$ cat src/rtl/iobus_intr_ctrl.sv
// ---------------------------------------------------------------------------------------------
// iobus_intr_ctrl
//
// Interrupt controller for the OTTER MCU's single INTR input. Up to N_SRC edge-triggered
// sources are latched into pending bits, gated by per-source enables, and turned into a
// fixed-length INTR pulse. After a pulse the controller holds off until firmware writes ACK,
// or until nothing enabled is pending any more.
//
// Register map (relative to BASE_AD; only bits [N_SRC-1:0] exist, other read bits are 0):
//   +0x0 PENDING  R, write-1-to-clear
//   +0x4 ENABLE   R/W
//   +0x8 CLAIM    RO  {valid, 26'b0, index[4:0]}, lowest enabled pending source
//   +0xC ACK      WO  any write acknowledges; reads return 0
//
// Ports:
//   CLK         CPU clock
//   RST         synchronous, active-high reset
//   IRQ_IN      interrupt sources, synchronous to CLK; rising edge requests service
//   IOBUS_ADDR  CPU MMIO address
//   IOBUS_OUT   CPU MMIO write data
//   IOBUS_WR    CPU MMIO write strobe, one cycle per store
//   IOBUS_RD    combinational read data for this block's addresses, 0 elsewhere
//   INTR        registered interrupt request to the CPU
// ---------------------------------------------------------------------------------------------
module iobus_intr_ctrl #(
    parameter int unsigned N_SRC       = 4,
    parameter logic [31:0] BASE_AD     = 32'h11000060,
    parameter int unsigned INTR_CYCLES = 2
) (
    input  logic             CLK,
    input  logic             RST,
    input  logic [N_SRC-1:0] IRQ_IN,
    input  logic [31:0]      IOBUS_ADDR,
    input  logic [31:0]      IOBUS_OUT,
    input  logic             IOBUS_WR,
    output logic [31:0]      IOBUS_RD,
    output logic             INTR
);

    localparam int unsigned    CntW      = (INTR_CYCLES > 1) ? $clog2(INTR_CYCLES) : 1;
    localparam logic [CntW-1:0] CntLoad  = CntW'(INTR_CYCLES - 1);

    localparam logic [31:0] AddrPend  = BASE_AD;
    localparam logic [31:0] AddrEn    = BASE_AD + 32'h4;
    localparam logic [31:0] AddrClaim = BASE_AD + 32'h8;
    localparam logic [31:0] AddrAck   = BASE_AD + 32'hC;

    typedef enum logic [1:0] {
        StIdle,
        StPulse,
        StWaitAck
    } state_e;

    // ------------------------------------------------------------------
    // State
    // ------------------------------------------------------------------
    logic [N_SRC-1:0] irq_q,     irq_d;
    logic [N_SRC-1:0] pending_q, pending_d;
    logic [N_SRC-1:0] enable_q,  enable_d;
    state_e           state_q,   state_d;
    logic [CntW-1:0]  cnt_q,     cnt_d;
    logic             intr_q,    intr_d;

    // ------------------------------------------------------------------
    // Bus write decode (exact address match only)
    // ------------------------------------------------------------------
    logic wr_pend;
    logic wr_en;
    logic wr_ack;

    always_comb begin
        wr_pend = IOBUS_WR && (IOBUS_ADDR == AddrPend);
        wr_en   = IOBUS_WR && (IOBUS_ADDR == AddrEn);
        wr_ack  = IOBUS_WR && (IOBUS_ADDR == AddrAck);
    end

    // Upper write-data bits have no register behind them.
    logic unused_wdata;
    assign unused_wdata = ^IOBUS_OUT[31:N_SRC];

    // ------------------------------------------------------------------
    // Edge detect, pending and enable
    // ------------------------------------------------------------------
    logic [N_SRC-1:0] rise;
    logic [N_SRC-1:0] w1c_mask;
    logic [N_SRC-1:0] active;

    always_comb begin
        irq_d     = IRQ_IN;
        rise      = IRQ_IN & ~irq_q;
        w1c_mask  = wr_pend ? IOBUS_OUT[N_SRC-1:0] : '0;
        // Clear first, then OR in new edges so a same-cycle set beats the clear.
        pending_d = (pending_q & ~w1c_mask) | rise;
        enable_d  = wr_en ? IOBUS_OUT[N_SRC-1:0] : enable_q;
        active    = pending_q & enable_q;
    end

    // ------------------------------------------------------------------
    // Claim: lowest-index enabled pending source
    // ------------------------------------------------------------------
    logic       claim_vld;
    logic [4:0] claim_idx;

    always_comb begin
        claim_vld = 1'b0;
        claim_idx = 5'd0;
        // Walk from the top down so the lowest set index is the last one written.
        for (int i = N_SRC - 1; i >= 0; i--) begin
            if (active[i]) begin
                claim_vld = 1'b1;
                claim_idx = 5'(i);
            end
        end
    end

    // ------------------------------------------------------------------
    // Pulse / hold-off FSM
    // ------------------------------------------------------------------
    always_comb begin
        state_d = state_q;
        cnt_d   = cnt_q;
        intr_d  = 1'b0;

        case (state_q)
            StIdle: begin
                if (|active) begin
                    state_d = StPulse;
                    intr_d  = 1'b1;
                    cnt_d   = CntLoad;
                end
            end

            StPulse: begin
                if (cnt_q == '0) begin
                    state_d = StWaitAck;
                end else begin
                    intr_d = 1'b1;
                    cnt_d  = cnt_q - 1'b1;
                end
            end

            StWaitAck: begin
                // Leave on ACK, or once firmware has cleared/masked everything enabled.
                if (wr_ack || (active == '0)) begin
                    state_d = StIdle;
                end
            end

            default: begin
                state_d = StIdle;
            end
        endcase
    end

    always_ff @(posedge CLK) begin
        if (RST) begin
            irq_q     <= '0;
            pending_q <= '0;
            enable_q  <= '0;
            state_q   <= StIdle;
            cnt_q     <= '0;
            intr_q    <= 1'b0;
        end else begin
            irq_q     <= irq_d;
            pending_q <= pending_d;
            enable_q  <= enable_d;
            state_q   <= state_d;
            cnt_q     <= cnt_d;
            intr_q    <= intr_d;
        end
    end

    assign INTR = intr_q;

    // ------------------------------------------------------------------
    // Read mux (combinational, no side effects)
    // ------------------------------------------------------------------
    always_comb begin
        IOBUS_RD = 32'h0;
        case (IOBUS_ADDR)
            AddrPend:  IOBUS_RD = 32'(pending_q);
            AddrEn:    IOBUS_RD = 32'(enable_q);
            AddrClaim: IOBUS_RD = {claim_vld, 26'b0, claim_idx};
            default:   IOBUS_RD = 32'h0;
        endcase
    end

endmodule

$ cat config.mk
export PLATFORM = sky130hd
export DESIGN_NAME = iobus_intr_ctrl
export DESIGN_NICKNAME = d
export VERILOG_FILES = /design/src/rtl/iobus_intr_ctrl.sv
export SDC_FILE = /design/constraint.sdc
export NUM_CORES = 1
export LEC_CHECK = 0
export CORE_MARGIN = 2
export CORE_UTILIZATION = 31
export DETAILED_ROUTE_END_ITERATION = 10
export PLACE_DENSITY = 0.8
export SYNTH_ARGS = -nofsm -noshare
export SYNTH_HDL_FRONTEND = slang
export SYNTH_SLANG_ARGS = --single-unit
$ cat constraint.sdc
create_clock -name CLK -period 1.8 [get_ports CLK]
set_clock_uncertainty 0.1 [all_clocks]
set_input_delay 0.18 -clock CLK [delete_from_list [all_inputs] [get_ports CLK]]
set_output_delay 0.18 -clock CLK [all_outputs]
set_load 0.01 [all_outputs]
## Word level (Yosys, flattened, before mapping)

Index checks and enable logic that the tools add are counted.
W data, S select, Z words.

- Bits of input ports: 71
- Flip-flop bits (word level): 16
- Output and inout bits: 33
- Logic and storage cells: 52

- Reductions and logical operators: 10
- Bitwise operators: 6
- Equality and inequality tests: 9
- Add/sub/neg operators: 1
- Muxes and demuxes: 20

Operators with widths:

| kind | count |
|---|---|
| $eq A32 B29 Y1 const B | 4 |
| $pmux W32 S3 | 1 |
| $mux W5 | 3 |
| $and A4 B4 Y4 | 3 |
| $mux W1 | 8 |
| $mux W2 | 4 |
| $not A4 Y4 | 2 |
| $ne A2 B2 Y1 const B | 3 |
| $pmux W2 S3 | 1 |
| $logic_not A4 Y1 | 1 |
| $mux W4 | 1 |
| $or A4 B4 Y4 | 1 |
| $pmux W1 S2 | 2 |
| $reduce_or A4 Y1 | 1 |
| $logic_and A1 B1 Y1 | 3 |
| $reduce_and A3 Y1 | 1 |
| $eq A2 B1 Y1 const B | 1 |
| $eq A2 B2 Y1 const B | 1 |
| $logic_not A2 Y1 | 1 |
| $reduce_and A2 Y1 | 1 |
| $reduce_bool A2 Y1 | 1 |
| $logic_or A1 B1 Y1 | 1 |
| $sub A1 B1 Y1 const B | 1 |

## Depth between registers and ports, before layout

Gate-level depths: netlist of the first run.

- Word-level depth: 6
- Gate-level depth with buffers: 5
- Gate-level depth less buffers: 4

## Worst setup path after synthesis of the first run

Ideal clock, no wire load.

- Kind: input-to-reg
- Start: input IOBUS_ADDR[22]
- End: register enable_q[0]
- Path buffers: 0
- Path slack: 0.371 ns
- Setup time: 0.072 ns
- Stages: 4
- Data arrival time: 1.258 ns
- Data required time: 1.628 ns
- Cell sequence: nor4b_4 nand4_4 nor4_4 mux2i_1

- Cells in the longest elaborated chain, start to end: 2

RTL lines:

| item | RTL line | text |
|---|---|---|
| start: declaration | 33 | `input logic [31:0] IOBUS_ADDR,` |
| $eq A32 B29 Y1 | 73 | `wr_en = IOBUS_WR && (IOBUS_ADDR == AddrEn);` |
| $logic_and A1 B1 Y1 | 73 |  |
| end signal: assignment | 166 | `enable_q <= enable_d;` |
| end: declaration | 59 | `logic [N_SRC-1:0] enable_q, enable_d;` |

Every way passes these cells.
A chain may end at the register's enable or synchronous reset.

## Worst setup path after layout of the first run

- Start: input IOBUS_ADDR[10]
- End: output IOBUS_RD[31]

- Cells in the longest elaborated chain, start to end: 2
- Elaborated cells on any way between the ends: 4
- Classes of those cells: 3 x eq/ne; 1 x mux

RTL lines:

| item | RTL line | text |
|---|---|---|
| $eq A32 B29 Y1 | 180 | `case (IOBUS_ADDR)` |
| $pmux W32 S3 (*) | 180 |  |
| end: declaration | 36 | `output logic [31:0] IOBUS_RD,` |

Mark *: on every way between the ends. The rest lies on a longest branch, timed or not.

==> out/metrics.cfg, run 1 <==
[clock_tree]
cts_buffers = 3
htreeDepth = 1
cts_max_path_buffers = 2
clock_latency_ns = 0.25
cts_sinks = 16
cts_root_buffer = clkbuf_8
cts_tree = yes
clk_pin_slew_worst_paths_ns = 0.07

[synth]
ys_seq_area_frac = 0.272
synth_cells = 125
ys.flop_type = dfxtp_1
synth_top_cell_by_area = dfxtp_1
async_flop_share = 0
synth_area_um2 = 1180
ys_types = 36
synth.avg_cell_area_um2 = 9.43
ys_top_cells_by_area = dfxtp_1 27%, buf_4 17%, mux2i_1 5.9%
synth_top_area_share = 0.272
yosys_warnings = 0
synth_enable_flop_cells = 0
ys_ff_latch = 16

[worst_setup_path]
path_class = primary input to output port
rr_worst_depth = 5
r2r_slack_ns = 0.49
r2r-start = pending_q[2]$_SDFF_PP0_
r2r-end = INTR$_SDFF_PP0_
cp-start-kind = primary input
cp-end-kind = output port
worst-endpoint-arrival_ns = 1.45
path_max_fanout = 4
cp_data_required_time_ns = 1.52

[worst_hold_path]
hold_end = irq_q[3]$_SDFF_PP0_
holdPathStages = 2
hp-start = IRQ_IN[3]
hp-class = primary input to flop

[power]
p_comb_frac = 0.222
switching_power_mw = 0.231
peakVddDrop_mv = 0.587
p_per_area_nw_per_um2 = 488
p_int_mw = 0.665
seq_power_share = 0.416
leakage_nw = 0.792
switching_share = 0.258
p_clk_frac = 0.362

[drt]
dr.pass1.iters = 4
vias_per_cell = 4.48
drtAntennaViolNets = 0
dr.first_iter.drc_count = 15
vias = 1070
routedWlPerCell_um = 11.8
totalWireLength_um = 2830
remaining_drc_errors = 0

[final_layout]
antennaDiodeCount = 0
drive_above_1_share = 0.293
fin_area_um2 = 1830
fin_util = 0.501
syn2layout_area_growth_pct = 55.5
fin_nets = 263

[global_routing]
grt_pass1_wl_um = 4490
grt_pass1_vias = 1031
gr-total-overflow = 0
antenna_found_initial = 0
grt_usage = 0.135
grt_max_degree = 21

[timing]
fin_crit_sh = 0.960
setup_viol_count_final = 0
finalHoldViolCount = 0
grt_setup_unrepaired = no
period_minus_slack_ns = 1.73
fmax_mhz = 578
final_max_slew_viol_count = 0

[placed_design]
port_buffers = 48
gp_congestion = 0.797
placed_cell_area_um2 = 1700
hpwlAfterDp_um = 2220

[floorplanning]
rows = 22
die_area_um2 = 4310
ioPinCount = 104
die_x_um = 65.7
start_util = 0.322
core_um2 = 3660
die_y_um = 65.7

[job]
maxCapViolCount = 0

[outcome]
outcome = completed

-- Yosys cell counts (4+ instances only) --
cell type and instances:
a311oi_1 4, buf_4 27, dfxtp_1 16, mux2i_1 7, nand2_1 4, nand2b_1 5, nor2_1 4, nor2b_1 9
nor3_1 4, or2b_2 8
-- metal layers --
metal  global-route usage  routed length, um
met4               0.0234                 24
met5                    0                  0
met1                0.149               1080
met3               0.0479                338
met2                0.247               1380
-- timing repair --
item / 4_1_cts / 5_1_grt
endpoints found under the setup margin: 13 / 8
resized for setup: 64 / 17
pin swaps: 12 / 10
buffers inserted: 1 / 4
cloned: 0 / 0
hold buffers: 0 / 0
-- worst max-delay path, cell delays in order --
cell             delay, ns
clkdlybuf4s50_1       0.45
nor2_4                0.13
nand4_4               0.19
nor2_4                0.17
and4b_1               0.20
buf_2                 0.13
-- registers in the layout (all words and copies together) (netlist names) --
| register | cells |
|---|---|
| enable_q | 4 |
| irq_q | 4 |
| pending_q | 4 |
| state_q | 2 |
| INTR | 1 |
| cnt_q | 1 |
-- cell type report --
type	instances	area [um^2]
fillers	340	1830
multi-input cells	102	813
inverters	2	7.51
well taps	48	60.1
flip-flops and latches	16	320
clock buffers	4	55.1
repair buffers	67	577
-- cell usage in the layout (no fill, tap or decap), types with 4 or more instances in the layout --
cell / count
nor2b_1: 9
nor3_1: 4
mux2i_1: 7
clkdlybuf4s15_1: 7
nor4_4: 7
a311oi_1: 4
clkbuf_8: 4
nand2_1: 4
dfxtp_1: 16
dlygate4sd2_1: 20
or2b_2: 8
clkdlybuf4s50_1: 13
nand2b_1: 5
buf_4: 16
conb_1: 27
buf_2: 5
-- kinds of logic (layout without fill, tap and decap cells) --
kind of cell	after synthesis	after routing	synth area share
AOI/OAI and AO/OA	15	15	0.0913
buffers and inverters	33	73	0.200
DFF	16	16	0.272
muxes	7	7	0.0595
other	1	27	0.00318
and+or+nand+nor	53	53	0.375
-- worst max-delay path by stage --
| stage | from | end | slack (ns) |
|---|---|---|---|
| 6_report | IOBUS_ADDR[10] | IOBUS_RD[31] | 0.07 |
| 5_1_grt | IOBUS_ADDR[1] | enable_q[3]$_SDFFE_PP0P_ | 0.002 |
| 4_1_cts | IOBUS_ADDR[10] | IOBUS_RD[3] | 0.02 |
| 3_5_place_dp | IOBUS_ADDR[7] | IOBUS_RD[2] | -0.62 |
| 3_3_place_gp | IOBUS_ADDR[30] | IOBUS_RD[2] | -0.62 |
| 2_1_floorplan | IOBUS_ADDR[22] | enable_q[0]$_SDFFE_PP0P_ | 0.37 |
-- through the flow --
step | setup slack (ns) | setup TNS [ns] | hold slack (ns) | cells | total power [mW]
3_3_place_gp | -0.623 | -5.56 | 0.394 | 231 | 0.577
3_5_place_dp | -0.622 | -5.46 | 0.408 | 231 | 0.581
2_1_floorplan | 0.371 | 0 | 0.189 | 151 | 0.500
6_report | 0.0712 | 0 | 0.411 | 239 | 0.895
4_1_cts | 0.0180 | 0 | 0.411 | 236 | 0.891
5_1_grt | 0.00214 | 0 | 0.433 | 239 | 0.931
-- power groups by stage --
stage               Combinational (mW)  Sequential, mW  Clock [mW]
finish                           0.199           0.372       0.324
global route                     0.217           0.373       0.341
CTS                              0.189           0.372       0.331
detailed placement               0.202           0.380           0
global placement                 0.198           0.380           0
floorplan                        0.121           0.379           0
Note: power is estimated with default switching activity, not from simulation.
==> run 2, diff against run 1 <==
ABC_AREA = 0   (was unset)
==> results of run 2 <==
Final layout, timing and power as in run 1 (identical DEF).
==> run 3, diff against run 2 <==
CORE_MARGIN = unset   (was 2)
==> run 3 against run 2 <==
Worst setup slack improved by 0.0032 ns; fmax rose by 0.19%; register-to-register slack got worse by 0.05 ns; core utilization fell by 1.8 points; sequential cell count did not move; largest cell class unchanged; non-clock buffer count fell by 3; power fell by 8.9%; largest power group unchanged; sequential share of layout area rose by 0.67 points; cell count fell by 1.7%.
==> out/metrics.cfg, run 3 (synthesis gave the netlist of run 1 again) <==
[worst_setup_path]
worst-endpoint-arrival_ns = 1.45  ; about the same
r2r_slack_ns = 0.44  ; was 0.49 ns
crit_path_top_delay_cell = nor4_2  ; was clkdlybuf4s50_1
path_class = primary input to output port  ; unchanged
crit_path_cell_trace = dlygate4sd2_1 -> nor4_2 -> nand4_2 -> buf_6 -> nor4_4 -> buf_2  ; was clkdlybuf4s50_1 -> nor2_4 -> nand4_4 -> nor2_4 -> and4b_1 -> buf_2
rr_worst_depth = 5  ; unchanged
cp_top_family = simple AND/OR/NAND/NOR gates  ; unchanged
cp.depth = 6  ; unchanged
cpPeakStageDelay_ns = 0.30  ; was 0.45 ns
cp-start-kind = primary input  ; unchanged
cp-end-kind = output port  ; unchanged
path_max_fanout = 3  ; was 4
cp_data_required_time_ns = 1.52  ; about the same
path_buf_inv = 3  ; was 2

[final_layout]
drive_above_1_share = 0.262  ; was 0.293
final_cell_mix = 27 x conb_1, 19 x dlygate4sd2_1, 16 x dfxtp_1, 15 x clkdlybuf4s50_1, 10 x buf_4  ; was 27 x conb_1, 20 x dlygate4sd2_1, 16 x dfxtp_1, 16 x buf_4, 13 x clkdlybuf4s50_1
top_regs = enable_q: 4 flops, irq_q: 4 flops, pending_q: 4 flops  ; unchanged
mostFrequentLayoutCell = conb_1  ; unchanged
antennaDiodeCount = 0  ; unchanged
syn2layout_area_growth_pct = 49.8  ; was 55.5%
fin_nets = 260  ; was 263

[clock_tree]
cts_tree = yes  ; unchanged
clk_pin_slew_worst_paths_ns = 0.06  ; was 0.07 ns
htreeDepth = 1  ; unchanged
cts_sinks = 16  ; unchanged
cts_buffers = 3  ; unchanged
cts_max_path_buffers = 2  ; unchanged
clock_latency_ns = 0.25  ; about the same
cts_hold_buf = 0  ; unchanged
cts_root_buffer = clkbuf_8  ; unchanged

[timing]
final.setup.worst_slack_ns = 0.0745  ; was 0.0712 ns
finalHoldViolCount = 0  ; unchanged
grt_setup_unrepaired = no  ; unchanged
fin_crit_sh = 0.959  ; was 0.960
period_minus_slack_ns = 1.73  ; about the same
hold_slack_ns = 0.408  ; was 0.411 ns
fmax_mhz = 580  ; was 578 MHz
final_max_slew_viol_count = 0  ; unchanged
setup_viol_count_final = 0  ; unchanged

[power]
p_clk_frac = 0.318  ; was 0.362
peakVddDrop_mv = 0.339  ; was 0.587 mV
p_per_area_nw_per_um2 = 462  ; was 488 nW/um^2
switching_share = 0.250  ; was 0.258
switching_power_mw = 0.204  ; was 0.231 mW
p_int_mw = 0.611  ; was 0.665 mW
leakage_nw = 0.751  ; was 0.792 nW
seq_power_share = 0.457  ; was 0.416
p_comb_frac = 0.224  ; was 0.222

[drt]
drtAntennaViolNets = 0  ; unchanged
top_layer = met4  ; unchanged
routedWlPerCell_um = 11.3  ; was 11.8 um
totalWireLength_um = 2640  ; was 2830 um
wl_met1_um = 1030  ; was 1080 um
dr.first_iter.drc_count = 19  ; was 15
vias = 1027  ; was 1070
remaining_drc_errors = 0  ; unchanged
dr.pass1.iters = 4  ; unchanged
vias_per_cell = 4.37  ; was 4.48
wl_met3_um = 286  ; was 338 um
wl_met2_um = 1290  ; was 1380 um

[floorplanning]
core_um2 = 3660  ; unchanged
rows = 22  ; unchanged
ioPinCount = 104  ; unchanged
start_util = 0.322  ; unchanged
die_area_um2 = 4050  ; was 4310 um^2
die_x_um = 63.7  ; was 65.7 um
die_y_um = 63.7  ; was 65.7 um

[global_routing]
antenna_found_initial = 0  ; unchanged
grt_pass1_wl_um = 4340  ; was 4490 um
grt_usage = 0.139  ; was 0.135
grt_pass1_vias = 989  ; was 1031
gr-total-overflow = 0  ; unchanged
grt_max_degree = 21  ; unchanged

[placed_design]
hpwlAfterDp_um = 2190  ; was 2220 um
dp_slack_ns = -0.722  ; was -0.622 ns
port_buffers = 48  ; unchanged
gp_congestion = 0.817  ; was 0.797

[worst_hold_path]
hp-class = flop to flop  ; was primary input to flop
holdPathStages = 1  ; was 2

[outcome]
outcome = completed  ; unchanged

[job]
maxCapViolCount = 0  ; unchanged

[run 3: changes by cell type in the layout (fill, tap and decap cells not counted), sizes merged]
cell           delta
buf               -3
clkbuf            -1
clkdlybuf4s50     +2
dlygate4sd2       -1
dlymetal6s2s      -1
[run 3: worst paths after layout]
kind,to,from
min,cnt_q$_SDFFE_PP0P_,state_q[0]$_SDFFE_PP0P_
min reg2reg,cnt_q$_SDFFE_PP0P_,state_q[0]$_SDFFE_PP0P_
max reg2reg,state_q[0]$_SDFFE_PP0P_,pending_q[2]$_SDFF_PP0_
max,IOBUS_RD[2],IOBUS_ADDR[18]
[run 3: routing by layer]
| metal | global-route usage | up-vias |
|---|---|---|
| li1 | - | 516 |
| met1 | 0.147 | 453 |
| met2 | 0.254 | 55 |
| met3 | 0.0380 | 3 |
| met4 | 0.0597 | 0 |
| met5 | 0 | - |
[run 3: metrics by stage]
stage               TNS (ns)  power, mW  instances  area [um^2]   util
CTS                        0      0.827        235         1760  0.480
global placement       -4.40      0.575        229         1690  0.461
finish                     0      0.815        235         1770  0.482
detailed placement     -4.95      0.580        229         1690  0.461
global route               0      0.866        235         1770  0.482
floorplan                  0      0.500        151         1280      -
[run 3: cell type report]
type                       instances  area, um^2
clock buffer                       3        41.3
inverter                           2        7.51
fill                             384        1900
multi-input combinational        102         772
tap                               48        60.1
sequential                        16         320
timing repair buffer              64         564
[run 3: timing repair]
action                     4_1_cts  5_1_grt
gates cloned                     0        0
buffers inserted                 3        0
gates resized for setup         62       13
setup endpoints to repair        9        5
pin swaps                       12       10
[run 3: power by group through the flow]
stage / combinational [mW] / clock, mW / sequential [mW]
finish: 0.183 / 0.260 / 0.373
detailed placement: 0.199 / 0 / 0.381
CTS: 0.182 / 0.272 / 0.373
global placement: 0.195 / 0 / 0.380
floorplan: 0.121 / 0 / 0.379
global route: 0.201 / 0.291 / 0.375
